--- src/rtl/e203_longp_pkg.sv ---
// Shared defaults and the buffered-result record used by the long-pipe
// write-back buffer and its per-entry storage.
package e203_longp_pkg;

  localparam int ITAG_W_DEF = 1;

  typedef struct packed {
    logic [31:0] wdat;
    logic        err;
    logic [31:0] badaddr;
  } longp_entry_t;

endpackage

--- src/rtl/e203_longp_buf_entry.sv ---
// One write-back buffer slot: a valid flag with async clear plus an
// unreset payload that is only meaningful while the flag is set.
module e203_longp_buf_entry
  import e203_longp_pkg::*;
(
  input  logic         clk,
  input  logic         rst_n,
  input  logic         set_i,
  input  logic         clr_i,
  input  longp_entry_t set_data_i,
  output logic         vld_o,
  output longp_entry_t data_o
);

  logic         vld_q, vld_d;
  longp_entry_t data_q, data_d;

  always_comb begin
    vld_d  = vld_q;
    data_d = data_q;
    if (set_i) begin
      vld_d  = 1'b1;
      data_d = set_data_i;
    end else if (clr_i) begin
      vld_d = 1'b0;
    end
  end

  always_ff @(posedge clk or negedge rst_n) begin
    if (!rst_n) begin
      vld_q <= 1'b0;
    end else begin
      vld_q <= vld_d;
    end
  end

  // Payload is always qualified by vld_q, so it carries no reset.
  always_ff @(posedge clk) begin
    data_q <= data_d;
  end

  assign vld_o  = vld_q;
  assign data_o = data_q;

endmodule

--- src/rtl/e203_exu_longp_wbck_buf.sv ---
// Long-pipe write-back buffer: parks LSU/NICE completions by OITF tag and
// releases them to write-back or exception strictly in OITF order.
module e203_exu_longp_wbck_buf
  import e203_longp_pkg::*;
#(
  parameter int ITAG_W = ITAG_W_DEF
) (
  input  logic              clk,
  input  logic              rst_n,

  input  logic              lsu_i_valid,
  output logic              lsu_i_ready,
  input  logic [ITAG_W-1:0] lsu_i_itag,
  input  logic [31:0]       lsu_i_wdat,
  input  logic              lsu_i_err,
  input  logic [31:0]       lsu_i_badaddr,

  input  logic              nice_i_valid,
  output logic              nice_i_ready,
  input  logic [ITAG_W-1:0] nice_i_itag,
  input  logic [31:0]       nice_i_wdat,
  input  logic              nice_i_err,

  input  logic              oitf_empty,
  input  logic [ITAG_W-1:0] oitf_ret_ptr,
  input  logic [4:0]        oitf_ret_rdidx,
  input  logic              oitf_ret_rdwen,
  input  logic              oitf_ret_rdfpu,
  input  logic [31:0]       oitf_ret_pc,
  output logic              oitf_ret_ena,

  output logic              wbck_o_valid,
  input  logic              wbck_o_ready,
  output logic [31:0]       wbck_o_wdat,
  output logic [4:0]        wbck_o_rdidx,
  output logic              wbck_o_rdfpu,

  output logic              excp_o_valid,
  input  logic              excp_o_ready,
  output logic [31:0]       excp_o_pc,
  output logic [31:0]       excp_o_badaddr
);

  localparam int DEPTH = 1 << ITAG_W;

  logic [DEPTH-1:0] vld;
  longp_entry_t     ent [DEPTH];
  longp_entry_t     lsu_ent, nice_ent, head;
  logic             lsu_hsk, nice_hsk, head_act;

  // LSU wins a same-tag collision, so NICE is held off whenever LSU targets its slot.
  always_comb begin
    lsu_i_ready  = !vld[lsu_i_itag];
    nice_i_ready = !vld[nice_i_itag] && !(lsu_i_valid && (lsu_i_itag == nice_i_itag));
    lsu_hsk      = lsu_i_valid && lsu_i_ready;
    nice_hsk     = nice_i_valid && nice_i_ready;
    lsu_ent      = '{wdat: lsu_i_wdat, err: lsu_i_err, badaddr: lsu_i_badaddr};
    nice_ent     = '{wdat: nice_i_wdat, err: nice_i_err, badaddr: 32'h0};
  end

  for (genvar k = 0; k < DEPTH; k++) begin : g_ent
    logic lsu_sel, nice_sel;
    assign lsu_sel  = lsu_hsk && (lsu_i_itag == ITAG_W'(k));
    assign nice_sel = nice_hsk && (nice_i_itag == ITAG_W'(k));

    e203_longp_buf_entry u_entry (
      .clk        (clk),
      .rst_n      (rst_n),
      .set_i      (lsu_sel || nice_sel),
      .clr_i      (oitf_ret_ena && (oitf_ret_ptr == ITAG_W'(k))),
      .set_data_i (lsu_sel ? lsu_ent : nice_ent),
      .vld_o      (vld[k]),
      .data_o     (ent[k])
    );
  end

  // Only the OITF head may drain; an erroring head goes to commit instead of the register file.
  always_comb begin
    head           = ent[oitf_ret_ptr];
    head_act       = !oitf_empty && vld[oitf_ret_ptr];
    wbck_o_valid   = head_act && !head.err && oitf_ret_rdwen;
    excp_o_valid   = head_act && head.err;
    oitf_ret_ena   = head_act && (head.err ? excp_o_ready : (!oitf_ret_rdwen || wbck_o_ready));
    wbck_o_wdat    = head.wdat;
    wbck_o_rdidx   = oitf_ret_rdidx;
    wbck_o_rdfpu   = oitf_ret_rdfpu;
    excp_o_pc      = oitf_ret_pc;
    excp_o_badaddr = head.badaddr;
  end

endmodule

--- config.mk ---
export PLATFORM = sky130hd
export DESIGN_NAME = e203_exu_longp_wbck_buf
export DESIGN_NICKNAME = d
export VERILOG_FILES = /design/src/rtl/e203_longp_pkg.sv /design/src/rtl/e203_longp_buf_entry.sv /design/src/rtl/e203_exu_longp_wbck_buf.sv
export SDC_FILE = /design/constraint.sdc
export NUM_CORES = 1
export LEC_CHECK = 0
export ABC_AREA = 1
export CAP_MARGIN = 20
export CORE_ASPECT_RATIO = 1.25
export CORE_MARGIN = 3
export CORE_UTILIZATION = 47
export DETAILED_ROUTE_END_ITERATION = 6
export HOLD_SLACK_MARGIN = 0.06
export MAX_ROUTING_LAYER = met4
export PLACE_DENSITY = 0.9
export SKIP_CTS_REPAIR_TIMING = 1
export SYNTH_ARGS = -nofsm -noshare
export SYNTH_HDL_FRONTEND = slang
export SYNTH_SLANG_ARGS = --single-unit
--- constraint.sdc ---
create_clock -name clk -period 4.1 [get_ports clk]
set_input_delay 0.82 -clock clk [delete_from_list [all_inputs] [get_ports clk]]
set_output_delay 0.82 -clock clk [all_outputs]
set_load 0.02 [all_outputs]
==> results of run 1 <==
[per-layer routing]
layer | track usage | up-vias | routed length, µm
met5 | - | - | 0
met3 | 0.05083 | 35 | 943
met4 | 0.08214 | 0 | 420
li1 | - | 2463 | -
met1 | 0.2142 | 2289 | 5360
met2 | 0.3478 | 199 | 7766
[cells in the mapped netlist]
library cell	instances	area share
nand2_1	275	0.16
edfxtp_1	130	0.61
inv_1	77	0.045
o21ai_0	68	0.053
nor2_1	67	0.039
buf_4	40	0.047
buf_2	20	0.016
clkbuf_1	10	0.0059
nand3_1	6	0.0047
dfrtp_1	2	0.0078
nand3_2	2	0.0031
nand4_1	2	0.0020
a21oi_1	1	0.00078
and3_1	1	0.00098
buf_1	1	0.00059
buf_6	1	0.0018
[power breakdown]
group / internal [W] / switching, W / total [W]
Sequential: 0.00177 / 0.0000577 / 0.00183
Clock: 0.000953 / 0.000523 / 0.00148
Combinational: 0.000381 / 0.000574 / 0.000955
Total: 0.00311 / 0.00115 / 0.00426
[cells by family (layout without fill, tap and decap cells)]
kind of cell	after synthesis	after routing	synth area share
compound gates	69	69	0.05401
buf+inv	149	294	0.1160
flops	132	132	0.6184
simple gates	353	353	0.2115
[sequential cells by signal (all words and copies together) (netlist names)]
signal and count:
g_ent.u_entry.vld_o 2, g_ent.u_entry.data_o 130
[worst reg2reg max path, delay by kind of cell, from the launching register on]
family	cells	cell delay (ps)
AND/OR/NAND/NOR	2	1000
buffers and inverters	2	490
flip-flops	1	440
[cell type report]
class / count / area (µm²) / share of cell area
Clock inverter: 10 / 132.6 / 0.01542
Clock buffer: 22 / 444.2 / 0.05164
Tap cell: 171 / 214.0 / 0.02488
Multi-Input combinational cell: 422 / 1728 / 0.2009
Sequential cell: 132 / 3954 / 0.4597
Inverter: 77 / 289.0 / 0.03360
Timing Repair Buffer: 185 / 1839 / 0.2138
[metrics by stage]
stage	cells	util
floorplan	703	-
CTS	1019	0.6471
global route	1019	0.6471
detailed placement	987	0.6037
finish	1019	0.6471
global placement	987	0.6037
[worst max path at each step]
| stage | slack [ps] | to | start | cells after the start |
|---|---|---|---|---|
| after global placement | 970 | nice_i_ready | lsu_i_itag | 6 |
| after detailed placement | 870 | nice_i_ready | lsu_i_itag | 6 |
| after floorplan | 1090 | g_ent[0].u_entry.data_o[0]$_SDFFCE_PN0P_ | lsu_i_itag | 4 |
| after global routing | 770 | oitf_ret_ena | oitf_empty | 7 |
| after CTS | 870 | nice_i_ready | lsu_i_itag | 6 |
| final | 850 | nice_i_ready | lsu_i_itag | 6 |
==> run summary, run 1 <==
The run finished with clean final reports. The mean instance size in the synthesized netlist came out at between 9 and 10 µm². Across the run, the number of max-cap violations was 0. The signal on the critical path passes through clkdlybuf4s50_1 -> inv_1 -> nand2_1 -> nand3_1 -> nand2_1 -> clkdlybuf4s50_1. The number of hold violations in the final report came out at 0. The number of distinct library cells after synthesis is 16. The signal arrival time at the worst endpoint is approximately 2400 ps. In this run the static leakage power is 3.775 nW. The global route total overflow came out at 0. The critical path in this run is classified as primary input to primary output. The all-layer global routing usage is 0.1997. The number of I/O pins came out at between 200 and 300. The worst-case IR drop observed on VDD is about 0.00028 V. The total nets after synthesis is 850. The required time of the critical path is 3280 ps. The endpoint with the worst hold slack is g_ent[1].u_entry.vld_o$_DFFE_PN0P_. The total clock buffers created by CTS came out at 17. The startpoint identified for the worst register-to-register timing path is g_ent[0].u_entry.vld_o$_DFFE_PN0P_. The area of the die is between 15000 and 20000 µm². The power density relative to cell area came out at approximately 500 nW/µm². The first-pass iteration count of the detailed router is 5. Hold timing on the final database bottoms out at a slack of ~530 ps. The end of the worst register-to-register path is g_ent[0].u_entry.data_o[60]$_DFFE_PP_. The critical path launch point type is a primary input. Along the worst path, the maximum fanout reaches 5. Together, buffers and inverters on the worst path number 3. The synthesized design contains 132 register bits.

The number of H-tree levels came out at 4. The HPWL after detailed placement is around 9700 µm. The number of pins with negative max-slew slack in the final report is 0. The buffer depth of the longest clock path is 2.

Timing analysis after detailed placement gives a worst setup slack of 867.4 ps. The fraction of final layout cells sized beyond drive strength 1 is 0.04835. Leaving out fill and tap cells, the most frequent cells in the layout are nand2_1, clkdlybuf4s50_1, edfxtp_1, inv_1, o21ai_0.

TritonCTS built the clock tree. The area growth from synthesis to layout is 34.52%. For this configuration, the core starts out at a cell density of 0.4811.

The instance area at placement is roughly 8000 µm². The average wire per standard cell is about 14 µm. In this run the cell area of the synthesized design comes to ~6400 µm². The number of global-route vias before repair was ~4700. In this run the worst hold path is classified as register to register.

The setup slack of the critical path after layout is 853.1 ps. The weighted congestion at the end of routability-driven global placement came out at approximately 0.87. The clock net in this run drives a total of 132 sinks.

Yosys printed 0 warnings. For this run, the slowest stage of the critical path takes 600 ps. The critical hold path startpoint is g_ent[1].u_entry.vld_o$_DFFE_PN0P_.

The share of the clock period used by the worst path came out at 0.7919. The root buffer cell chosen for the clock tree is clkbuf_16. The sequential area share after synthesis is 0.6184. The overall power consumption is 0.004262 W.

Setup violations remaining at the end of the flow were counted as 0. In this run the register-to-register setup slack is around 1900 ps. Broken down by cell family, the worst path's largest delay share belongs to buffers and inverters.

The initial antenna violation count came out at 0. The remaining antenna violation count is 0. The highest achievable clock rate is between 0.3 and 0.4 GHz. The total vias in the final route came out at between 4000 and 5000. The worst hold path stage count is 2.

The core area came out at between 10000 and 15000 µm². The minimum clock period is around 3200 ps. The cell row count came out at 47. The first-pass GRT wire length is around 22000 µm.

The vertical die dimension is 136.4 µm. The setup TNS came out at 0 ps. After the last flow step, the layout net total stands at 982. The final layout contains routed wiring with a total length of 14490 µm.

The largest net degree at the start of global routing came out at just under 100. The clock edge transition at the registers on the reported setup and hold paths came out at about 50 ps. The commonest non-fill, non-tap cell in the layout is nand2_1. After detailed routing, the number of vias per cell comes to about 4.9. For this run, design rule violations remaining after detail routing come to 0. The die span in x came out at 110.3 µm.

Setup repair after global routing left no endpoint under its margin. The count of buffers from port buffering is between 150 and 200. The logic depth of the worst register-to-register path came out at 4. The final non-filler cell area came out at between 8000 and 9000 µm². The transition time of the tightest slew-check pin is roughly 950 ps. Between clock sinks in the finished design, the worst skew comes to between 6 and 7 ps. The layout filler cell count came out at roughly 1100. The later pin in the worst-skew pair is clocked with a latency of approximately 400 ps. The worst pin sits at a relative slew slack of 0.3657.

The number of antenna diodes in the final layout is 0. The slowest cell on the critical path is clkdlybuf4s50_1. The first-iteration detailed-routing DRC count came out at roughly 270.

Synthesis produced a netlist whose cell count is ~700. The worst setup path is captured at a primary output.
Note: power is estimated with default switching activity, not from simulation.
==> run 2, diff against run 1 <==
CORE_UTILIZATION = 44   (was 47)
PLACE_DENSITY = 0.85   (was 0.9)
clock period = 3.2 ns   (was 4.1 ns; I/O delays follow)
==> run summary, run 2 (synthesis results as in run 1) <==
around 250 I/O pins were placed. The worst setup path is launched from a primary input. The global route total overflow came out at 0. The final cell count without fillers came out at between 1000 and 1500. The internal reg-to-reg setup slack is 1440 ps. In this run the deepest clock path goes through 2 buffers. The final worst hold slack is around 420 ps. The post-layout utilization of the core is 0.6163. The required time of the critical path came out at 2560 ps.

The count of buffers from port buffering is between 150 and 200. In this run the critical register-to-register path is launched from g_ent[0].u_entry.vld_o$_DFFE_PN0P_. The logic depth of the worst register-to-register path is 4.

The flip-flop count of the largest register after layout came out at 130. The critical path starts at lsu_i_itag. The critical path ends at nice_i_ready. At the worst endpoint, the arrival time is between 2000 and 2500 ps. The initial antenna violation count came out at 1. The maximum vdd drop is approximately 0.00032 V. The remaining antenna violation count is 0. The delay of the slowest cell on the worst path is slightly below 600 ps. The number of H-tree levels came out at 4. The top cell types in the final layout, fill and taps aside, are nand2_1, clkdlybuf4s50_1, edfxtp_1, inv_1, o21ai_0. The die span in x came out at around 110 µm.

The root buffer cell chosen for the clock tree is clkbuf_16. Routability-driven placement finished with a final weighted congestion of about 0.86. The largest net degree at the start of global routing came out at 99. The average wire per standard cell is ~14 µm. The final clock skew is about 7.8 ps.

The first-pass iteration count of the detailed router is 4. The overall power consumption came out at approximately 0.0053 W. The share of the clock period used by the worst path is 0.8765. The post-detailed-route via-to-cell ratio came out at ~4.8. The sequential cells in the finished layout cover a total of around 4000 µm². The leakage component of the power came out at 3.780 nW. The initial utilization of the core area, before any placement, comes to 0.4569. The layout net count came out at just under 1000.

Measured along the y axis, the die boundary spans around 140 µm. The number of global-route vias before repair came out at between 4000 and 5000. The minimum clock period came out at about 2800 ps.

The worst setup path is captured at a primary output. The library cell used most frequently in the layout, excluding fill and tap cells, is nand2_1. The fraction of final layout cells sized beyond drive strength 1 came out at 0.05053. The first-pass GRT wire length came out at between 20000 and 25000 µm. The worst max-slew margin expressed relative to the limit is 0.6265. The largest fanout on the critical path is 5. The HPWL after detailed placement is a little under 10000 µm. The area growth from synthesis to final layout is 34.89%. The clock edge transition at the registers on the reported setup and hold paths came out at 50 ps. For this design, the slowest cell found on the critical path is clkdlybuf4s50_1. Max-cap violations in this run came to 0. The number of pins with negative max-slew slack in the final report came out at 0. After detailed routing, the number of remaining DRC violations is 0. In the final timing run, aggregate negative setup slack is 0 ps. The multi-input combinational cells in the finished layout cover a total of 1728 µm². The power density relative to cell area is approximately 600 nW/µm². Setup repair after global routing left no endpoint under its margin.

The region available for standard cell placement spans 13990 µm². The kind of path behind the tightest hold check is primary input to asynchronous set/reset pin. The final setup violation count is 0. Timing would allow up to 0.3565 GHz. The transition time of the tightest slew-check pin is around 560 ps.

The first-iteration detailed-routing DRC count came out at 229. The cell row count is 48. Counting the fill cells in the layout gives 1129. The number of clock sinks is around 130. The number of hold violations in the final report is 0.

Walking the worst path, the cells encountered are clkdlybuf4s50_1 -> inv_1 -> nand2_1 -> nand3_1 -> nand2_1 -> clkdlybuf4s50_1. The endpoint identified for the worst register-to-register timing path is g_ent[0].u_entry.data_o[63]$_DFFE_PP_. The insertion delay to the later sink of the worst-skew pair came out at around 400 ps. For this block, the routed nets add up to between 10000 and 15000 µm of wire. The die covers 16020 µm². The total clock buffers created by CTS is 17.

For this run, the total global-route usage over all layers was measured as 0.1900. The number of placed instances, taps included, is ~990. The run finished with clean final reports. Summing over every cut layer, the via total after detailed routing is 4928. The CTS tree is done. The classification of the worst setup path is primary input to primary output.
==> run 2: cell count changes in the layout (fill, tap and decap cells not counted) <==
cell	change
buf_12	+3
bufinv_16	-3
clkbuf_1	+1
clkbuf_8	+4
clkinv_2	-2
clkinv_4	-2
clkinvlp_4	+2
diode_2	+1
==> run 2: how the worst min path moves through the flow <==
stage	cells after the start	start	slack (ps)	to
after floorplan	0	rst_n	340	g_ent[0].u_entry.vld_o$_DFFE_PN0P_
after global placement	2	g_ent[1].u_entry.vld_o$_DFFE_PN0P_	530	g_ent[1].u_entry.vld_o$_DFFE_PN0P_
after detailed placement	2	g_ent[1].u_entry.vld_o$_DFFE_PN0P_	510	g_ent[1].u_entry.vld_o$_DFFE_PN0P_
after CTS	1	rst_n	400	g_ent[0].u_entry.vld_o$_DFFE_PN0P_
after global routing	1	rst_n	400	g_ent[0].u_entry.vld_o$_DFFE_PN0P_
final	1	rst_n	420	g_ent[0].u_entry.vld_o$_DFFE_PN0P_
==> run 2: layer usage <==
layer | vias to the layer above | global-route usage | wire length, µm
met3 | 24 | 0.04637 | 904
met4 | 0 | 0.08380 | 377
met2 | 162 | 0.3345 | 7764
met5 | - | - | 0
met1 | 2273 | 0.2010 | 5480
li1 | 2469 | - | -
==> run 2: worst max-delay path, delay by kind of cell <==
family,cells,cell delay (ps)
AND/OR/NAND/NOR,3,220
buffers and inverters,3,1290
==> run 2: final cells by class <==
cell class | instances | share of cell area
well taps | 175 | 0.02539
clock inverters | 5 | 0.003482
multi-input cells | 422 | 0.2003
flip-flops and latches | 132 | 0.4584
clock buffers | 27 | 0.05832
diodes | 1 | 0.0002901
repair buffers | 188 | 0.2202
inverters | 77 | 0.03351
==> run 2: report_power, final <==
group	internal [W]	switching (W)
clock	0.00107	0.000643
sequential	0.00227	0.0000750
combinational	0.000507	0.000742
total	0.00385	0.00146
==> run 2: metrics by stage <==
| step | setup WS, ps | cell area [µm²] |
|---|---|---|
| floorplan | 374.1 | 6394 |
| global placement | 419.3 | 8089 |
| detailed placement | 386.4 | 8089 |
| CTS | 385.6 | 8622 |
| global route | 192.2 | 8625 |
| finish | 395.1 | 8625 |
==> run 3, diff against run 2 <==
==> constraint.sdc (replaced) <==
create_clock -name clk -period 3.2 [get_ports clk]
set_input_delay 0.64 -clock clk [delete_from_list [all_inputs] [get_ports clk]]
set_output_delay 0.64 -clock clk [all_outputs]
set_load 0.005 [all_outputs]
==> run summary, run 3 (synthesis results as in run 1) <==
After detailed routing, the met3 layer carries around 900 µm of wire. The transition time of the tightest slew-check pin is 565.2 ps. The die span in x is about 110 µm. The HPWL after detailed placement is about 10000 µm. The required time of the critical path is 2560 ps. The largest fanout on the critical path came out at 4. The flow ran to the end, and the final reports show no timing, DRC or antenna violations. The highest achievable clock rate is between 0.3 and 0.4 GHz. The launching instance or port of the critical path is oitf_empty. The post-layout utilization of the core came out at 0.6164.

TritonCTS built the clock tree. The number of global-route vias before repair came out at 5035. Setup repair after global routing left no endpoint under its margin. The layout net count came out at slightly below 1000. The element type at the critical path end is a primary output. The initial antenna violation count came to 2. The leakage component of the power came out at 3.790 nW. The total vias in the final route came out at approximately 5000. The buffer depth of the longest clock path came out at 2. The core region is about 14000 µm². The remaining antenna violation count is 0.

The total overflow left after global routing is 0. The library cells used most frequently in the layout, excluding fill and tap cells, are nand2_1, clkdlybuf4s50_1, edfxtp_1, inv_1, o21ai_0. The delay of the slowest cell on the worst path came out at slightly above 500 ps. The critical path goes through clkdlybuf4s50_1 -> inv_1 -> o21ai_0 -> nor2_1 -> inv_1 -> a21oi_1 -> clkdlybuf4s50_1. The first global-routing pass estimated approximately 24000 µm of wire. For this run, design rule violations remaining after detail routing come to 0.

Power spread over the standard cell area amounts to a little over 600 nW/µm². The signal arrival time at the worst endpoint came out at around 2100 ps. The final setup violation count is 0. The clock drives ~130 sinks.

The first-pass iteration count of the detailed router is 4. The largest net degree at the start of global routing came out at between 90 and 100. The die covers between 15000 and 20000 µm².

The number of H-tree levels came out at 4. The clock tree root driver cell is clkbuf_16. The setup TNS is 0 ps.

The clock reaches the later pin of the worst-skew pair after between 400 and 500 ps. In the final layout, the share of cells above drive strength 1 is 0.05053. The vertical die dimension is between 100 and 150 µm. The share of the clock period used by the worst path came out at 0.8516.

The number of pins with negative max-slew slack in the final report is 0. The flip-flop count of the largest register after layout came out at 130. The count of buffers added on input and output ports is roughly 180. The minimum clock period is between 2000 and 3000 ps. The slowest cell on the critical path is clkdlybuf4s50_1.

Clock-pin slew was measured on the worst setup and hold paths at roughly 50 ps. The combined buffer and inverter count along the critical path is 4. The final clock skew came out at between 5 and 6 ps.

The reported max-cap violation count came out at 0. Measured against its own limit, the worst slew margin works out to 0.6232. After the first detailed-routing iteration, the DRC count stood at ~190. In the global route stage, overall resource usage came out at 0.1948. Dividing the detail-routed wire length by the instance count gives roughly 14 µm. Broken down by cell family, the worst path's largest delay share belongs to buffers and inverters. The top metal layer carrying routed signals is met4. The maximum vdd drop is 0.0002626 V. The amount of wire on met2 after detailed routing came out at about 7800 µm. The number of I/O pins came out at between 200 and 300.

STA classifies the critical path startpoint as a primary input. The total clock buffers created by CTS is 17. For this configuration, the core starts out at a cell density of 0.4569. The floorplan has 48 rows. The launching point of the worst reg2reg path is g_ent[0].u_entry.vld_o$_DFFE_PN0P_. The library cell used most frequently in the layout, excluding fill and tap cells, is nand2_1. The kind of path behind the tightest hold check is primary input to asynchronous set/reset pin. The weighted congestion at the end of routability-driven global placement came out at 0.8452. The total wire length after detailed routing is 14780 µm. The area growth from synthesis to final layout is 34.91%. The number of hold violations in the final report was 0. The classification of the worst setup path is primary input to primary output. The post-detailed-route via-to-cell ratio came out at ~4.8.

The sum of routed wire segments on met1 is roughly 5800 µm.
[run 3: changes by cell type in the layout (fill, tap and decap cells not counted), sizes merged]
| cell | before | now |
|---|---|---|
| bufinv | 0 | 1 |
| clkbuf | 27 | 26 |
| clkinv | 3 | 5 |
| clkinvlp | 2 | 0 |
| diode | 1 | 2 |
[run 3: worst reg2reg max path, delay by kind of cell (launching register included)]
kind,cells,cell delay [ps]
simple gates,2,540
buf+inv,2,470
flops,1,450
[run 3: layout make-up]
| type | count | area, µm² |
|---|---|---|
| inverter | 77 | 289.0 |
| antenna | 2 | 5.005 |
| sequential | 132 | 3954 |
| fill | 1112 | 5368 |
| multi-input combinational | 422 | 1728 |
| clock inverter | 6 | 55.05 |
| clock buffer | 26 | 489.2 |
| timing repair buffer | 188 | 1887 |
| tap | 175 | 219.0 |
[run 3: path summary, 6_finish.rpt]
kind / to / slack (ps) / cells past startpoint
worst min-delay path: g_ent[0].u_entry.vld_o$_DFFE_PN0P_ / 410 / 1
max in group asynchronous: g_ent[1].u_entry.vld_o$_DFFE_PN0P_ / 2660 / 1
worst max-delay path: oitf_ret_ena / 470 / 7
worst min register to register: g_ent[1].u_entry.vld_o$_DFFE_PN0P_ / 530 / 2
min in group clk: g_ent[1].u_entry.vld_o$_DFFE_PN0P_ / 530 / 2
worst max register to register: g_ent[0].u_entry.data_o[63]$_DFFE_PP_ / 1440 / 4
[run 3: report_power, final]
part / internal, W / total, W / leakage (nW) / switching (W)
combinational: 0.000503 / 0.00109 / 2.28 / 0.000589
clock: 0.00112 / 0.00179 / 0.272 / 0.000662
sequential: 0.00227 / 0.00234 / 1.24 / 0.0000755
[run 3: stage by stage]
step | hold WS [ps] | instance area [µm²] | cells | power (W) | setup WS [ps]
floorplan | 344.4 | 6394 | 703 | 0.002918 | 374.1
global placement | 522.7 | 8077 | 994 | 0.003441 | 523.5
detailed placement | 523.5 | 8077 | 994 | 0.003484 | 481.6
CTS | 391.8 | 8621 | 1026 | 0.005272 | 473.1
global route | 397.6 | 8626 | 1028 | 0.005483 | 339.9
finish | 409.9 | 8626 | 1028 | 0.005223 | 474.8
[run 3: metal layers]
layer	GRT usage	vias to the layer above
met2	0.3373	159
li1	-	2478
met4	0.08693	0
met3	0.05109	27
met5	-	-
met1	0.2085	2251
==> variant: new RTL, config.mk and constraints of run 1 <==
Reset style: synchronous (`rst_n`), changed in one clocked block. Comments in the files are not updated.
--- a/src/rtl/e203_longp_buf_entry.sv
+++ b/src/rtl/e203_longp_buf_entry.sv
@@ -26,7 +26,7 @@
     end
   end
 
-  always_ff @(posedge clk or negedge rst_n) begin
+  always_ff @(posedge clk) begin
     if (!rst_n) begin
       vld_q <= 1'b0;
     end else begin
Formal check against the unedited RTL: differs if rst_n is asserted again (counterexample within 4 cycles, from zero or initial values and one cycle with rst_n low); with rst_n held inactive, the same outputs for 4 cycles.
==> variant against run 1 <==
  * Via count up 0.56%
  * Synthesized cell count grew 0.71%
  * Die area increased by 0.56%
  * Combinational power down 37%
  * Wire length rose by 2.9%
  * Final area increased by 0.36%
  * Critical path depth decreased by 1
  * Largest power group unchanged
  * Largest cell class unchanged
  * Synthesized area grew 0.59%
  * Utilization rose by 0.24 points
  * Total power shrank 12%
  * Sequential cell count unchanged
  * Worst setup slack got worse by 250 ps
==> variant: results (changes against run 1) <==
outcome:
  status: "finished clean"
drt:
  first_iter_violations: 318  # +17%
  totalWireLength_um: 14900  # +2.9%
  dr.pass1.iters: 4  # -1
  num_vias: 5014  # +0.56%
  routedWlPerCell_um: 14.5  # +2.3%
  m1WireLength_um: 5390  # +0.52%
  highest_layer: "met4"
  wl_met2_um: 8030  # +3.4%
  route.met3.wl_um: 890  # -5.6%
yosys:
  postSynth.asyncResetShare: 0  # -0.0152
  synth-edff-count: 130  # unchanged
  seq_area_frac_synth: 0.613  # -0.00517
  syn_avg_cell_area_sq_um: 9.08  # -0.12%
  yosysTopAreaCellShare: 0.607  # -0.00356
  yosysUniqueCellTypes: 16  # unchanged
  yosysWarnings: 0  # unchanged
  synth_area_leaders: "edfxtp_1 (61%), nand2_1 (16%), o21ai_0 (5.2%)"
  yosys-top-cells-count: "nand2_1 (275), edfxtp_1 (130), inv_1 (77), nor2_1 (70), o21ai_0 (67)"
  syn_nets: 855  # +0.59%
clock_network:
  clockBufferDepth: 2  # unchanged
  insertion_delay_ps: 410
  htree_levels: 4  # unchanged
  cts_root_buffer: "clkbuf_16"
critical_path:
  reg2reg_slack_ps: 2250  # +380 ps
  slowest_delay_ps: 610
  crit_end: "excp_o_badaddr[9]"
  worstPathMaxFanout: 36  # +31
  cp-startpoint: "oitf_ret_ptr"
  reg2reg_to: "g_ent[0].u_entry.data_o[64]"
  reg2reg_from: "g_ent[0].u_entry.vld_o"
  worstPathRequired_ps: 3280  # about the same
  worstRegToRegCells: 4  # unchanged
hold_path:
  hold_depth: 2  # unchanged
  min_to: "g_ent[1].u_entry.vld_o"
  hold_path_startpoint: "g_ent[1].u_entry.vld_o"
timing:
  hold_ws_ps: 469  # -58.0 ps
  skew_ps: 8.56  # +2.00 ps
  max_slew_margin: 0.376  # +0.0104
  fin_crit_ps: 3490  # +246 ps
pwr:
  ir_worst_vdd_uv: 258  # -9.1%
  p_leak_nw: 3.78  # +0.17%
global_route:
  grt_max_degree: 99  # unchanged
  use_met3: 0.0571  # +0.00622
  globalRouteMet1Util: 0.208  # -0.00637
  met2_usage: 0.367  # +0.0189
  first_global_vias: 5079  # +7.0%
  antenna_found_initial: 3  # +3
  grt_pass1_wl_um: 24000  # +7.8%
  track_usage: 0.207  # +0.00729
placed_design:
  dpl.hpwl_um: 10100  # +4.6%
  place_ws_ps: 593  # -274 ps
  placedCellCount: 990  # +0.30%
  gp_congestion: 0.782  # -10%
  post_dp_cell_area_sq_um: 8030  # +0.12%
cells_and_area:
  area_growth_pct: 34.2
  num-fill-cells: 1034  # -2.7%
  drive_gt1_frac: 0.0517  # +0.00335
[variant: area by class of cell]
cell class / count / share of cell area
multi-input cells: 424 / 0.201
flip-flops and latches: 132 / 0.457
well taps: 171 / 0.0248
diodes: 3 / 0.000870
clock buffers: 18 / 0.0497
clock inverters: 14 / 0.0187
repair buffers: 184 / 0.214
inverters: 79 / 0.0344
[variant: logic make-up (layout without fill, tap and decap cells)]
kind of cell,count (synthesis),after routing,synth area share
buf+inv,152,295,0.122
flops,132,132,0.613
compound gates,69,69,0.0537
other cells,0,3,0
simple gates,355,355,0.211
[variant: worst min-delay path, cell delays in order, from the launching register on]
cell and delay (ps):
dfxtp_1 310, nand2_1 60, a21oi_1 50
[variant: report_power, final]
group / switching (mW) / total, mW / internal [mW]
combinational: 0.337 / 0.605 / 0.268
sequential: 0.0276 / 1.65 / 1.62
clock: 0.551 / 1.50 / 0.951
